File: src/rtl/fetch_pkg.sv
// Shared definitions for the instruction fetch sequencer.
//
// Contents:
//   XLEN, ILEN, INSTR_BYTES : address width, instruction width, bytes per instruction
//   fetch_state_t           : sequencer FSM states (IDLE, REQ, WAIT, HOLD)
//   align_target()          : clears the sub-instruction offset bits of a redirect target
//   next_seq_pc()           : sequential successor address (wraps modulo 2^XLEN)
package fetch_pkg;

    localparam int unsigned XLEN        = 32;
    localparam int unsigned ILEN        = 32;
    localparam int unsigned INSTR_BYTES = 4;

    typedef enum logic [1:0] {
        IDLE,
        REQ,
        WAIT,
        HOLD
    } fetch_state_t;

    // Masking keeps every target bit in the expression; the low bits are simply forced to zero.
    function automatic logic [XLEN-1:0] align_target(input logic [XLEN-1:0] target);
        return target & ~XLEN'(INSTR_BYTES - 1);
    endfunction

    function automatic logic [XLEN-1:0] next_seq_pc(input logic [XLEN-1:0] pc);
        return pc + XLEN'(INSTR_BYTES);
    endfunction

endpackage

File: src/rtl/fetch_seq_if.sv
// Bus bundle for the fetch sequencer: instruction-memory request/response channel
// plus the downstream instruction handshake.
//
// Signals:
//   imem_req    : fetch side requests a memory read
//   imem_addr   : read address, valid while imem_req is high
//   imem_gnt    : memory accepts the request (transfer on imem_req & imem_gnt)
//   imem_rvalid : response strobe, exactly one per granted request
//   imem_rdata  : response data, valid with imem_rvalid
//   instr_valid : fetched instruction available downstream
//   instr       : fetched instruction word
//   instr_pc    : address the instruction was fetched from
//   instr_ready : downstream consumes the instruction (transfer on valid & ready)
//
// Modports: master = fetch sequencer, slave = memory plus consumer side.
interface fetch_seq_if;
    import fetch_pkg::*;

    logic            imem_req;
    logic [XLEN-1:0] imem_addr;
    logic            imem_gnt;
    logic            imem_rvalid;
    logic [ILEN-1:0] imem_rdata;
    logic            instr_valid;
    logic [ILEN-1:0] instr;
    logic [XLEN-1:0] instr_pc;
    logic            instr_ready;

    modport master (
        output imem_req,
        output imem_addr,
        input  imem_gnt,
        input  imem_rvalid,
        input  imem_rdata,
        output instr_valid,
        output instr,
        output instr_pc,
        input  instr_ready
    );

    modport slave (
        input  imem_req,
        input  imem_addr,
        output imem_gnt,
        output imem_rvalid,
        output imem_rdata,
        input  instr_valid,
        input  instr,
        input  instr_pc,
        output instr_ready
    );

endinterface

File: src/rtl/redirect_arb.sv
// Combinational priority select between the three redirect sources.
// Priority is trap > jalr > br; only the winner's target reaches the output,
// and the selected target is forced onto an instruction boundary.
//
// Ports:
//   trap_valid, trap_target : trap redirect request and vector
//   jalr_valid, jalr_target : register-indirect jump request and target
//   br_taken,   br_target   : taken branch / JAL request and target
//   redirect_valid          : any source is requesting a redirect
//   redirect_target         : aligned target of the winning source
module redirect_arb
    import fetch_pkg::*;
(
    input  logic            trap_valid,
    input  logic [XLEN-1:0] trap_target,
    input  logic            jalr_valid,
    input  logic [XLEN-1:0] jalr_target,
    input  logic            br_taken,
    input  logic [XLEN-1:0] br_target,
    output logic            redirect_valid,
    output logic [XLEN-1:0] redirect_target
);

    logic [XLEN-1:0] raw_target;

    always_comb begin
        redirect_valid = trap_valid | jalr_valid | br_taken;
        raw_target     = br_target;
        if (trap_valid) begin
            raw_target = trap_target;
        end else if (jalr_valid) begin
            raw_target = jalr_target;
        end
        redirect_target = align_target(raw_target);
    end

endmodule

File: src/rtl/fetch_seq.sv
// Single-outstanding instruction fetch sequencer.
//
// Walks IDLE -> REQ -> WAIT -> HOLD -> REQ ..., issuing one instruction-memory
// read at a time, presenting each returned word downstream with its address,
// and following trap / jalr / branch redirects. A redirect that arrives while a
// granted read is still in flight sets the kill flag so the stale response is
// dropped when it returns.
//
// Parameters:
//   RESET_PC : first fetch address after reset
//
// Ports:
//   clk                     : clock, rising edge
//   rst                     : asynchronous active-high reset
//   trap_valid, trap_target : trap redirect (highest priority)
//   jalr_valid, jalr_target : register-indirect jump redirect
//   br_taken,   br_target   : taken branch / JAL redirect (lowest priority)
//   bus                     : memory and downstream handshakes (fetch_seq_if.master)
module fetch_seq
    import fetch_pkg::*;
#(
    parameter logic [XLEN-1:0] RESET_PC = 32'h0000_0000
) (
    input  logic               clk,
    input  logic               rst,
    input  logic               trap_valid,
    input  logic [XLEN-1:0]    trap_target,
    input  logic               jalr_valid,
    input  logic [XLEN-1:0]    jalr_target,
    input  logic               br_taken,
    input  logic [XLEN-1:0]    br_target,
    fetch_seq_if.master        bus
);

    fetch_state_t    state_q, state_d;
    logic [XLEN-1:0] pc_q, pc_d;
    logic            kill_q, kill_d;
    logic [ILEN-1:0] instr_q, instr_d;
    logic [XLEN-1:0] instr_pc_q, instr_pc_d;
    logic            req_q;
    logic [XLEN-1:0] addr_q;
    logic            valid_q;

    logic            redirect_valid;
    logic [XLEN-1:0] redirect_target;
    logic            granted;

    redirect_arb u_redirect_arb (
        .trap_valid      (trap_valid),
        .trap_target     (trap_target),
        .jalr_valid      (jalr_valid),
        .jalr_target     (jalr_target),
        .br_taken        (br_taken),
        .br_target       (br_target),
        .redirect_valid  (redirect_valid),
        .redirect_target (redirect_target)
    );

    assign granted = req_q & bus.imem_gnt;

    always_comb begin
        state_d    = state_q;
        pc_d       = pc_q;
        kill_d     = kill_q;
        instr_d    = instr_q;
        instr_pc_d = instr_pc_q;

        unique case (state_q)
            IDLE: begin
                // A redirect here only retargets pc; the one-cycle IDLE still moves on.
                state_d = REQ;
                if (redirect_valid) begin
                    pc_d = redirect_target;
                end
            end

            REQ: begin
                if (redirect_valid) begin
                    pc_d = redirect_target;
                    if (granted) begin
                        // The read just accepted fetches the old pc; discard its data.
                        kill_d  = 1'b1;
                        state_d = WAIT;
                    end
                end else if (granted) begin
                    state_d = WAIT;
                end
            end

            WAIT: begin
                if (redirect_valid) begin
                    pc_d = redirect_target;
                    if (bus.imem_rvalid) begin
                        kill_d  = 1'b0;
                        state_d = REQ;
                    end else begin
                        kill_d = 1'b1;
                    end
                end else if (bus.imem_rvalid) begin
                    if (kill_q) begin
                        kill_d  = 1'b0;
                        state_d = REQ;
                    end else begin
                        instr_d    = bus.imem_rdata;
                        instr_pc_d = pc_q;
                        pc_d       = next_seq_pc(pc_q);
                        state_d    = HOLD;
                    end
                end
            end

            HOLD: begin
                // A redirect wins over the handshake; a coincident transfer is
                // left for the consumer to squash.
                if (redirect_valid) begin
                    pc_d    = redirect_target;
                    state_d = REQ;
                end else if (bus.instr_ready) begin
                    state_d = REQ;
                end
            end

            default: begin
                state_d = IDLE;
            end
        endcase
    end

    // Outputs are registered from the next state so they line up with state_q.
    always_ff @(posedge clk or posedge rst) begin
        if (rst) begin
            state_q    <= IDLE;
            pc_q       <= RESET_PC;
            kill_q     <= 1'b0;
            instr_q    <= '0;
            instr_pc_q <= '0;
            req_q      <= 1'b0;
            addr_q     <= RESET_PC;
            valid_q    <= 1'b0;
        end else begin
            state_q    <= state_d;
            pc_q       <= pc_d;
            kill_q     <= kill_d;
            instr_q    <= instr_d;
            instr_pc_q <= instr_pc_d;
            req_q      <= (state_d == REQ);
            addr_q     <= pc_d;
            valid_q    <= (state_d == HOLD);
        end
    end

    assign bus.imem_req    = req_q;
    assign bus.imem_addr   = addr_q;
    assign bus.instr_valid = valid_q;
    assign bus.instr       = instr_q;
    assign bus.instr_pc    = instr_pc_q;

endmodule

File: src/flat_wrapper.sv
// flat-port wrapper written by rule: the top's interface ports become plain ports
module fetch_seq_flat import fetch_pkg::*;
#(
    parameter logic [XLEN-1:0] RESET_PC = 32'h0000_0000
)
  (clk, rst, trap_valid, trap_target, jalr_valid, jalr_target, br_taken, br_target, bus_imem_req, bus_imem_addr, bus_imem_gnt, bus_imem_rvalid, bus_imem_rdata, bus_instr_valid, bus_instr, bus_instr_pc, bus_instr_ready);
  fetch_seq_if bus_i ();
  input  logic clk;
  input  logic rst;
  input  logic trap_valid;
  input  logic [XLEN-1:0] trap_target;
  input  logic jalr_valid;
  input  logic [XLEN-1:0] jalr_target;
  input  logic br_taken;
  input  logic [XLEN-1:0] br_target;
  output wire logic [$bits(bus_i.imem_req)-1:0] bus_imem_req;
  output wire logic [$bits(bus_i.imem_addr)-1:0] bus_imem_addr;
  input wire logic [$bits(bus_i.imem_gnt)-1:0] bus_imem_gnt;
  input wire logic [$bits(bus_i.imem_rvalid)-1:0] bus_imem_rvalid;
  input wire logic [$bits(bus_i.imem_rdata)-1:0] bus_imem_rdata;
  output wire logic [$bits(bus_i.instr_valid)-1:0] bus_instr_valid;
  output wire logic [$bits(bus_i.instr)-1:0] bus_instr;
  output wire logic [$bits(bus_i.instr_pc)-1:0] bus_instr_pc;
  input wire logic [$bits(bus_i.instr_ready)-1:0] bus_instr_ready;
  assign bus_imem_req = bus_i.imem_req;
  assign bus_imem_addr = bus_i.imem_addr;
  assign bus_i.imem_gnt = bus_imem_gnt;
  assign bus_i.imem_rvalid = bus_imem_rvalid;
  assign bus_i.imem_rdata = bus_imem_rdata;
  assign bus_instr_valid = bus_i.instr_valid;
  assign bus_instr = bus_i.instr;
  assign bus_instr_pc = bus_i.instr_pc;
  assign bus_i.instr_ready = bus_instr_ready;
  fetch_seq #(.RESET_PC(RESET_PC)) u_core (.clk(clk), .rst(rst), .trap_valid(trap_valid), .trap_target(trap_target), .jalr_valid(jalr_valid), .jalr_target(jalr_target), .br_taken(br_taken), .br_target(br_target), .bus(bus_i));
endmodule
File: config.mk
export PLATFORM = sky130hd
export DESIGN_NAME = fetch_seq_flat
export DESIGN_NICKNAME = d
export VERILOG_FILES = /design/src/rtl/fetch_pkg.sv /design/src/rtl/fetch_seq_if.sv /design/src/rtl/redirect_arb.sv /design/src/rtl/fetch_seq.sv /design/src/flat_wrapper.sv
export SDC_FILE = /design/constraint.sdc
export NUM_CORES = 1
export LEC_CHECK = 0
export CAP_MARGIN = 20
export CORE_UTILIZATION = 39
export CTS_BUF_LIST = sky130_fd_sc_hd__clkbuf_16
export CTS_CLUSTER_SIZE = 10
export DETAILED_ROUTE_END_ITERATION = 8
export PLACE_DENSITY = 0.78
export SLEW_MARGIN = 5
export SYNTH_ARGS = -nofsm -noshare
export SYNTH_HDL_FRONTEND = slang
export SYNTH_HIERARCHICAL = 1
export SYNTH_SLANG_ARGS = --single-unit
File: constraint.sdc
create_clock -name clk -period 3.5 [get_ports clk]
set_input_delay 0.7 -clock clk [delete_from_list [all_inputs] [get_ports clk]]
set_output_delay 0.7 -clock clk [all_outputs]
set_load 0.01 [all_outputs]
# Yosys cells after proc, flatten, opt, wreduce, memory -nomap -nowiden
# Index checks and enable logic that the tools add are counted.
[op_classes] n_addsub=1 eq_ne=10 muxes=21 bitwise_logic=5 n_reduce_logical=6
[op_table] cell="$mux 32" count=6
[op_table] cell="$pmux 32 s2" count=1
[op_table] cell="$add 32x3->32 const B" count=1
[op_table] cell="$mux 2" count=7
[op_table] cell="$pmux 2 s4" count=1
[op_table] cell="$reduce_and 4->1" count=2
[op_table] cell="$eq 2x2->1 const B" count=3
[op_table] cell="$ne 2x1->1 const B" count=3
[op_table] cell="$mux 1" count=5
[op_table] cell="$eq 2x1->1 const B" count=2
[op_table] cell="$ne 3x2->1 const B" count=1
[op_table] cell="$ne 3x3->1 const B" count=1
[op_table] cell="$reduce_and 3->1" count=1
[op_table] cell="$reduce_or 3->1" count=1
[op_table] cell="$logic_not 2->1" count=1
[op_table] cell="$not 1->1" count=2
[op_table] cell="$or 1x1->1" count=2
[op_table] cell="$pmux 1 s2" count=1
[op_table] cell="$reduce_bool 2->1" count=1
[op_table] cell="$and 1x1->1" count=1
[totals] reg_bits=101 in_bits=136 output_inout_bits=98 word_cells=50

# Longest topological paths before layout
# Gate-level depths: netlist of run 1.
[depth] depth_word=5 ltp_mapped=9 mapped_depth_nobuf=6

# Hierarchy
# Netlist of run 1, hierarchy kept.
[modules_own_cells] mod="fetch_seq" n_inst=1 cells_per_inst=523 area_each_um2=4601.9 seq_area_each_um2=2527.4
[modules_own_cells] mod="redirect_arb" n_inst=1 cells_per_inst=105 area_each_um2=704.4 seq_area_each_um2=0.0

# Least setup slack after synthesis of run 1
# Ideal clock, no wire load.
[synth_timing] path_kind="input to register" from="in jalr_valid" to="reg u_core.addr_q[18], in the netlist u_core/bus.imem_addr[18]" setup_time_ns=0.128 t_arrival_ns=2.296 required_time_ns=3.372 path_slack_ns=1.076 cell_stages=7 path_buffers=2 cell_sequence="buf_6 -> or3_1 -> nor3b_1 -> clkbuf_1 -> nand2_1 -> o32ai_1 -> a21oi_1"
[synth_between] elab_chain_cells=4 word_cells_on_any_way=11 classes_between="3 x eq/ne; 5 x mux; 2 x bitwise; 1 x reduce/logical"
[synth_rtl] item="start, declared" line_no="flat_wrapper.sv:12" text="input logic jalr_valid;"
[synth_rtl] item="$or 1x1->1 (*) (2 in a row)" line_no="redirect_arb.sv:27" text="redirect_valid = trap_valid | jalr_valid | br_taken;"
[synth_rtl] item="named net u_core.redirect_valid" line_no="fetch_seq.sv:44" text="logic redirect_valid;"
[synth_rtl] item="$ne 3x3->1 (no source line) (tied with other cells)"
[synth_rtl] item="$reduce_and 3->1 (no source line) / $pmux 32 s2 (equally long branches)"
[synth_rtl] item="end signal, assigned" line_no="fetch_seq.sv:147" text="addr_q <= pc_d;"
[synth_rtl] item="end, declared" line_no="fetch_seq.sv:41" text="logic [XLEN-1:0] addr_q;"
# The timed path passes the listed nets; every way through them passes the cells marked *. The select of a mux whose other input is x is not followed.
# A chain may end at the register's enable or synchronous reset.

# Worst setup path in the final report of run 1
[layout_timing] from="in br_taken" to="reg u_core.addr_q[31], in the netlist u_core/bus.imem_addr[31]"
[layout_between] elab_chain_cells=3 word_cells_on_any_way=7 classes_between="3 x eq/ne; 2 x mux; 1 x bitwise; 1 x reduce/logical"
[layout_rtl] item="start, declared" line_no="flat_wrapper.sv:14" text="input logic br_taken;"
[layout_rtl] item="$or 1x1->1 (*)" line_no="redirect_arb.sv:27"
[layout_rtl] item="named net u_core.redirect_valid" line_no="fetch_seq.sv:44"
[layout_rtl] item="$ne 3x3->1 (no source line) (tied with other cells)"
[layout_rtl] item="$reduce_and 3->1 (no source line) / $pmux 32 s2 (equally long branches)"
# The timed path passes the listed nets; every way through them passes the cells marked *.

==> results of run 1 <==
-- per-layer routing --
layer	global-route usage	vias up	wire [µm]
met3	0.0439	29	1020
met2	0.372	203	7430
met5	0	-	0
li1	-	2543	-
met1	0.295	2398	6810
met4	0.0949	0	490
-- kinds of logic (layout without fill, tap and decap cells) --
logic type	after synthesis	in the layout
buf+inv	54	267
mux	33	33
other cells	1	2
compound gates	112	112
flops	101	101
simple gates	323	323
fa+ha+maj	1	1
xor+xnor	3	3
-- final cells by class --
type / count / area share
Sequential cell: 101 / 0.318
Inverter: 9 / 0.00456
Clock inverter: 7 / 0.0123
Clock buffer: 9 / 0.0283
Tap cell: 176 / 0.0277
Timing Repair Buffer: 242 / 0.300
Multi-Input combinational cell: 474 / 0.310
-- cell usage after synthesis, drive strengths merged, types with 2 or more instances --
cell	n	area share
and3	7	0.0085
and2	4	0.0047
a31oi	5	0.0059
inv	8	0.0057
nor3	6	0.0057
and4	5	0.0083
a311oi	6	0.0099
o22ai	5	0.0059
nand2	237	0.17
nand3b	2	0.0028
nand2b	2	0.0024
nor2	25	0.018
buf	32	0.043
or4	2	0.0028
o21ai	50	0.049
mux2i	31	0.058
xor2	2	0.0033
or3	2	0.0024
o311ai	2	0.0033
clkbuf	13	0.011
nand4	8	0.013
mux2	2	0.0042
o22a	2	0.0033
nor3b	2	0.0028
dfrtp	101	0.48
o32ai	2	0.0033
nand3	17	0.016
a22oi	3	0.0042
a21oi	25	0.024
a22o	2	0.0035
-- flip-flops by register name, summed over array words and instances, names as in the netlist --
register                flops
u_core/bus.imem_addr       32
u_core/bus.instr           32
u_core/bus.instr_pc        32
u_core/state_q              2
u_core/bus.imem_req         1
u_core/bus.instr_valid      1
u_core/kill_q               1
-- worst max-delay path: stages --
cell	delay, ns
clkdlybuf4s50_1	0.44
or3_1	0.13
buf_4	0.35
or2_1	0.59
nand3_1	0.21
o21a_1	0.21
nor3_1	0.15
-- final timing paths --
| check | start | endpoint | slack (ns) |
|---|---|---|---|
| min | u_core/bus.instr_pc[10]$_DFFE_PP0P_ | u_core/bus.instr_pc[10]$_DFFE_PP0P_ | 0.47 |
| max | br_taken | u_core/bus.imem_addr[31]$_DFFE_PP0P_ | 0.96 |
| min reg2reg | u_core/bus.instr_pc[10]$_DFFE_PP0P_ | u_core/bus.instr_pc[10]$_DFFE_PP0P_ | 0.47 |
| max in group asynchronous | rst | u_core/bus.instr_pc[16]$_DFFE_PP0P_ | 1.94 |
| min in group asynchronous | rst | u_core/bus.instr[1]$_DFFE_PP0P_ | 0.85 |
| max reg2reg | u_core/bus.imem_addr[2]$_DFFE_PP0P_ | u_core/bus.imem_addr[26]$_DFFE_PP0P_ | 1.20 |
-- metrics by stage --
stage	utilization	power [mW]
global route	0.601	3.44
global placement	0.577	2.20
finish	0.601	3.29
CTS	0.601	3.31
floorplan	-	1.75
detailed placement	0.577	2.22
-- cell usage in the layout (no fill, tap or decap), types with 3 or more instances in the layout --
| cell | instances |
|---|---|
| o22ai_1 | 5 |
| and3_1 | 6 |
| clkbuf_16 | 9 |
| o21ai_2 | 3 |
| nor3_1 | 6 |
| nand3_1 | 17 |
| o21ai_1 | 27 |
| inv_1 | 7 |
| o21ai_0 | 20 |
| a31oi_1 | 5 |
| a21oi_1 | 25 |
| and4_1 | 5 |
| clkdlybuf4s50_1 | 225 |
| a22oi_1 | 3 |
| and2_1 | 3 |
| dfrtp_1 | 101 |
| nand2_1 | 236 |
| nor2_1 | 24 |
| a311oi_1 | 6 |
| nand4_1 | 6 |
| mux2i_1 | 31 |
| buf_4 | 14 |
-- power by group through the flow --
stage                     logic, mW  registers (mW)  clock network (mW)
after detailed placement      0.763            1.45                   0
after global routing          0.825            1.46                1.16
after floorplan               0.274            1.48                   0
final                         0.761            1.43                1.09
after CTS                     0.767            1.43                1.12
after global placement        0.752            1.45                   0
==> qor.yml, run 1 <==
sequentialPowerShare: 0.435
cts.sinks: 101
relSlewSlack: 0.503
stdcell_count: 1018
synth_edf_count: 0
pwr-share-comb: 0.232
drive_above_1_share: 0.0582
tightest_slew_ns: 0.745
drv_cap: 0
coreArea_um2: 13200
yosys.cell_types.count: 62
period_needed_ns: 2.54
viasPerCell: 5.08
slew_viol_final: 0
postSynthCellCount: 628
crit_path_start_kind: "primary input"
detail_route.wl_per_cell_um: 15.5
synth_xor_area_frac: 0.00495
place_congestion: 0.829
hold_class: "flip-flop to flip-flop"
die_width_um: 119
finalSetupTns_ns: 0
synth_top_family_by_area: "simple AND/OR/NAND/NOR gates"
cp_max_fo: 31
fmax_mhz: 394
cts_tree: "built"
cts_buffers: 9
crit_path_end_kind: "flip-flop"
yosys.area_share.simple: 0.263
num_rows: 42
clock_latency_ns: 0.35
worstSetupPathType: "primary input to flip-flop"
cts_resized: 0
die_h_um: 119
synth-compound-area-share: 0.129
clock-root-buffer: "clkbuf_16"
synth_async_sr_flop_share: 1.00
first_pass_iters: 5
power.share.switching: 0.278
antennaDiodeCount: 0
yosysSeqAreaShare: 0.476
area_delta_synth_final_pct: 50.0
postLayoutCellArea_um2: 7960
setup_viol: 0
r2r_cells: 6
p_int_mw: 2.37
placed_cell_area_um2: 7640
ctsHtreeMaxLevel: 3
regArea_um2: 2530
grt_pass1_vias: 4986
ys_ff_latch: 101
yosysWarnings: 6
post-cts-setup-buffers: 0
hpwl_mm: 11.3
clock_power_share: 0.333
grt_pass1_wl_mm: 25.2
gr-usage-all-layers: 0.228
io_pins: 234
power_leakage_nw: 3.64
clock_skew_ns: 0.00679
grt_overflow: 0
min_path_cells: 2
grt_start_max_net_pins: 61
holdWs_ns: 0.474
cp.required_ns: 3.77
drc_errors: 0
io_buffer_count: 227
synth.avg_cell_area_um2: 8.45
arrival_ns: 2.80
fill_cells: 1198
fin_ws_ns: 0.964
synthAdderAreaFrac: 0.00236
timing.final.crit_share: 0.724
antenna_left: 0
dieArea_um2: 14100
netlist_area_um2: 5310
drt_iter0_drc: 275
final_nets: 974
initial_core_util: 0.401
multiInputGateArea_um2: 2470
p_sw_uw: 915
cellPowerDensity_nw_per_um2: 413
finalHoldViolCount: 0
clk_pin_slew_ns: 0.07
pre_cts_slack_ns: 0.629
muxShareOfSynthArea: 0.0627
synth_ff_type: "dfrtp_1"
num_vias: 5173
status: "complete, no violations"
ctsHoldBuffers: 0
ir_drop_v: 0.000215
place_inst: 1002
clockBufferDepth: 2
antenna_found_initial: 0
rsz0062_at_grt: "false"
routed_wirelength_mm: 15.7
Note: power is estimated with default switching activity, not from simulation.
==> run 2: changes to the inputs <==
==> constraint.sdc (replaced) <==
create_clock -name clk -period 2.3 [get_ports clk]
set_input_delay 0.46 -clock clk [delete_from_list [all_inputs] [get_ports clk]]
set_output_delay 0.46 -clock clk [all_outputs]
set_load 0.01 [all_outputs]
==> run 2 against run 1 <==
Sequential power grew 52%. Critical endpoint is now u_core/bus.imem_addr[17]$_DFFE_PP0P_. Critical path depth grew 1. Wire length grew 0.84%. Core utilization grew 1.3 points. Register-to-register slack lost 0.89 ns. Worst hold slack lost 0.00063 ns. Largest cell class is now buffers. Clock power grew 25%.
==> qor.yml, run 2 (same netlist as run 1, synthesis figures left out) <==
status: "complete, no violations"
area_delta_synth_final_pct: 53.2
cts_tree: "built"
ir_drop_v: 0.000433
worstSetupPathType: "primary input to flip-flop"
clock_skew_ns: 0.00803
drt_iter0_drc: 278
num_vias: 5262
first_pass_iters: 5
pwr-share-comb: 0.255
post-cts-setup-buffers: 0
routed_wirelength_mm: 15.9
r2r_cells: 5
fin_util: 0.614
sequentialPowerShare: 0.458
gr-usage-met3: 0.0656
layout_commonest_cell: "nand2_1"
die_h_um: 119
cts.sinks: 101
pre_cts_slack_ns: -0.0884
num_rows: 42
holdWs_ns: 0.473
placed_cell_area_um2: 7880
antenna_left: 0
clock_latency_ns: 0.35
grt_overflow: 0
die_width_um: 119
gr-usage-all-layers: 0.239
crit_path_start_kind: "primary input"
hold_class: "flip-flop to flip-flop"
tightest_slew_ns: 0.579
viasPerCell: 5.05
clk_pin_slew_ns: 0.07
power.total_mw: 4.74
drive_above_1_share: 0.0821
setup_viol: 0
hp-start: "u_core/bus.instr_pc[16]$_DFFE_PP0P_"
grt_pass1_wl_mm: 26.3
r2r-start: "u_core/bus.imem_addr[4]$_DFFE_PP0P_"
grt_start_max_net_pins: 61
place_congestion: 0.838
cellPowerDensity_nw_per_um2: 583
detail_route.wl_per_cell_um: 15.3
cp_max_fo: 7
timing.final.crit_share: 0.892
rsz0062_at_grt: "false"
fin_ws_ns: 0.248
fmax_mhz: 487
crit_path_end_kind: "flip-flop"
ctsHtreeMaxLevel: 3
power.share.switching: 0.283
p_int_mw: 3.40
busiest_layer: "met2"
period_needed_ns: 2.05
clock-root-buffer: "clkbuf_16"
cts_buffers: 9
use_met1: 0.302
cp.required_ns: 2.53
grt_pass1_vias: 5269
initial_core_util: 0.401
dieArea_um2: 14100
worstSetupEndpoint: "u_core/bus.imem_addr[17]$_DFFE_PP0P_"
relSlewSlack: 0.614
arrival_ns: 2.28
final_nets: 999
cts_resized: 0
ctsHoldBuffers: 0
antenna_found_initial: 0
io_pins: 234
power_leakage_nw: 3.73
slew_viol_final: 0
cp-startpoint: "br_taken"
drv_cap: 0
clock_power_share: 0.287
hpwl_mm: 11.8
coreArea_um2: 13200
clockBufferDepth: 2
postLayoutCellArea_um2: 8130
reg2reg_to: "u_core/bus.imem_addr[27]$_DFFE_PP0P_"
antennaDiodeCount: 0
r2r_slack_ns: 0.31
final_cell_mix: "nand2_1, clkdlybuf4s50_1, dfrtp_1, buf_4, mux2i_1"
finalHoldViolCount: 0
io_buffer_count: 227
met2_usage: 0.402
p_sw_mw: 1.34
drc_errors: 0
[run 2: area by class of cell]
class,instances,area (µm²)
fillers,1159,5110
repair buffers,267,2630
flip-flops and latches,101,2530
multi-input cells,474,2470
clock buffers,9,225
well taps,176,220
inverters,9,37.5
clock inverters,5,30.0
[run 2: worst min-delay path by stage]
| stage | endpoint | slack [ns] | cells after the start |
|---|---|---|---|
| final | u_core/bus.instr_pc[16]$_DFFE_PP0P_ | 0.47 | 2 |
| after global routing | u_core/bus.instr[12]$_DFFE_PP0P_ | 0.50 | 2 |
| after CTS | u_core/bus.instr_pc[10]$_DFFE_PP0P_ | 0.48 | 2 |
| after detailed placement | u_core/bus.instr[9]$_DFFE_PP0P_ | 0.46 | 2 |
| after global placement | u_core/bus.instr_pc[23]$_DFFE_PP0P_ | 0.46 | 2 |
| after floorplan | u_core/kill_q$_DFFE_PP0P_ | 0.51 | 2 |
[run 2: metrics by stage]
step,setup TNS [ns],instances
after floorplan,0,629
after global placement,-0.123,1027
after detailed placement,-0.271,1027
after CTS,0,1041
after global routing,0,1041
final,0,1041
[run 2: worst max-delay path, cell delays in order]
cell and delay, ns:
clkdlybuf4s50_1 0.42, or3_1 0.42, clkinv_1 0.09, nand3b_1 0.21, buf_4 0.24, nor3_1 0.21, a22o_2 0.17, a21oi_1 0.06
[run 2: metal layers]
| layer | share of wire | vias up |
|---|---|---|
| li1 | - | 2590 |
| met1 | 0.43 | 2463 |
| met2 | 0.49 | 194 |
| met3 | 0.070 | 15 |
| met4 | 0.013 | 0 |
| met5 | 0 | - |
[run 2: power by group through the flow]
stage,clock network (mW),logic [mW],registers [mW]
after CTS,1.42,1.22,2.17
after floorplan,0,0.417,2.25
after detailed placement,0,1.22,2.20
after global routing,1.48,1.32,2.20
after global placement,0,1.20,2.19
final,1.36,1.21,2.17
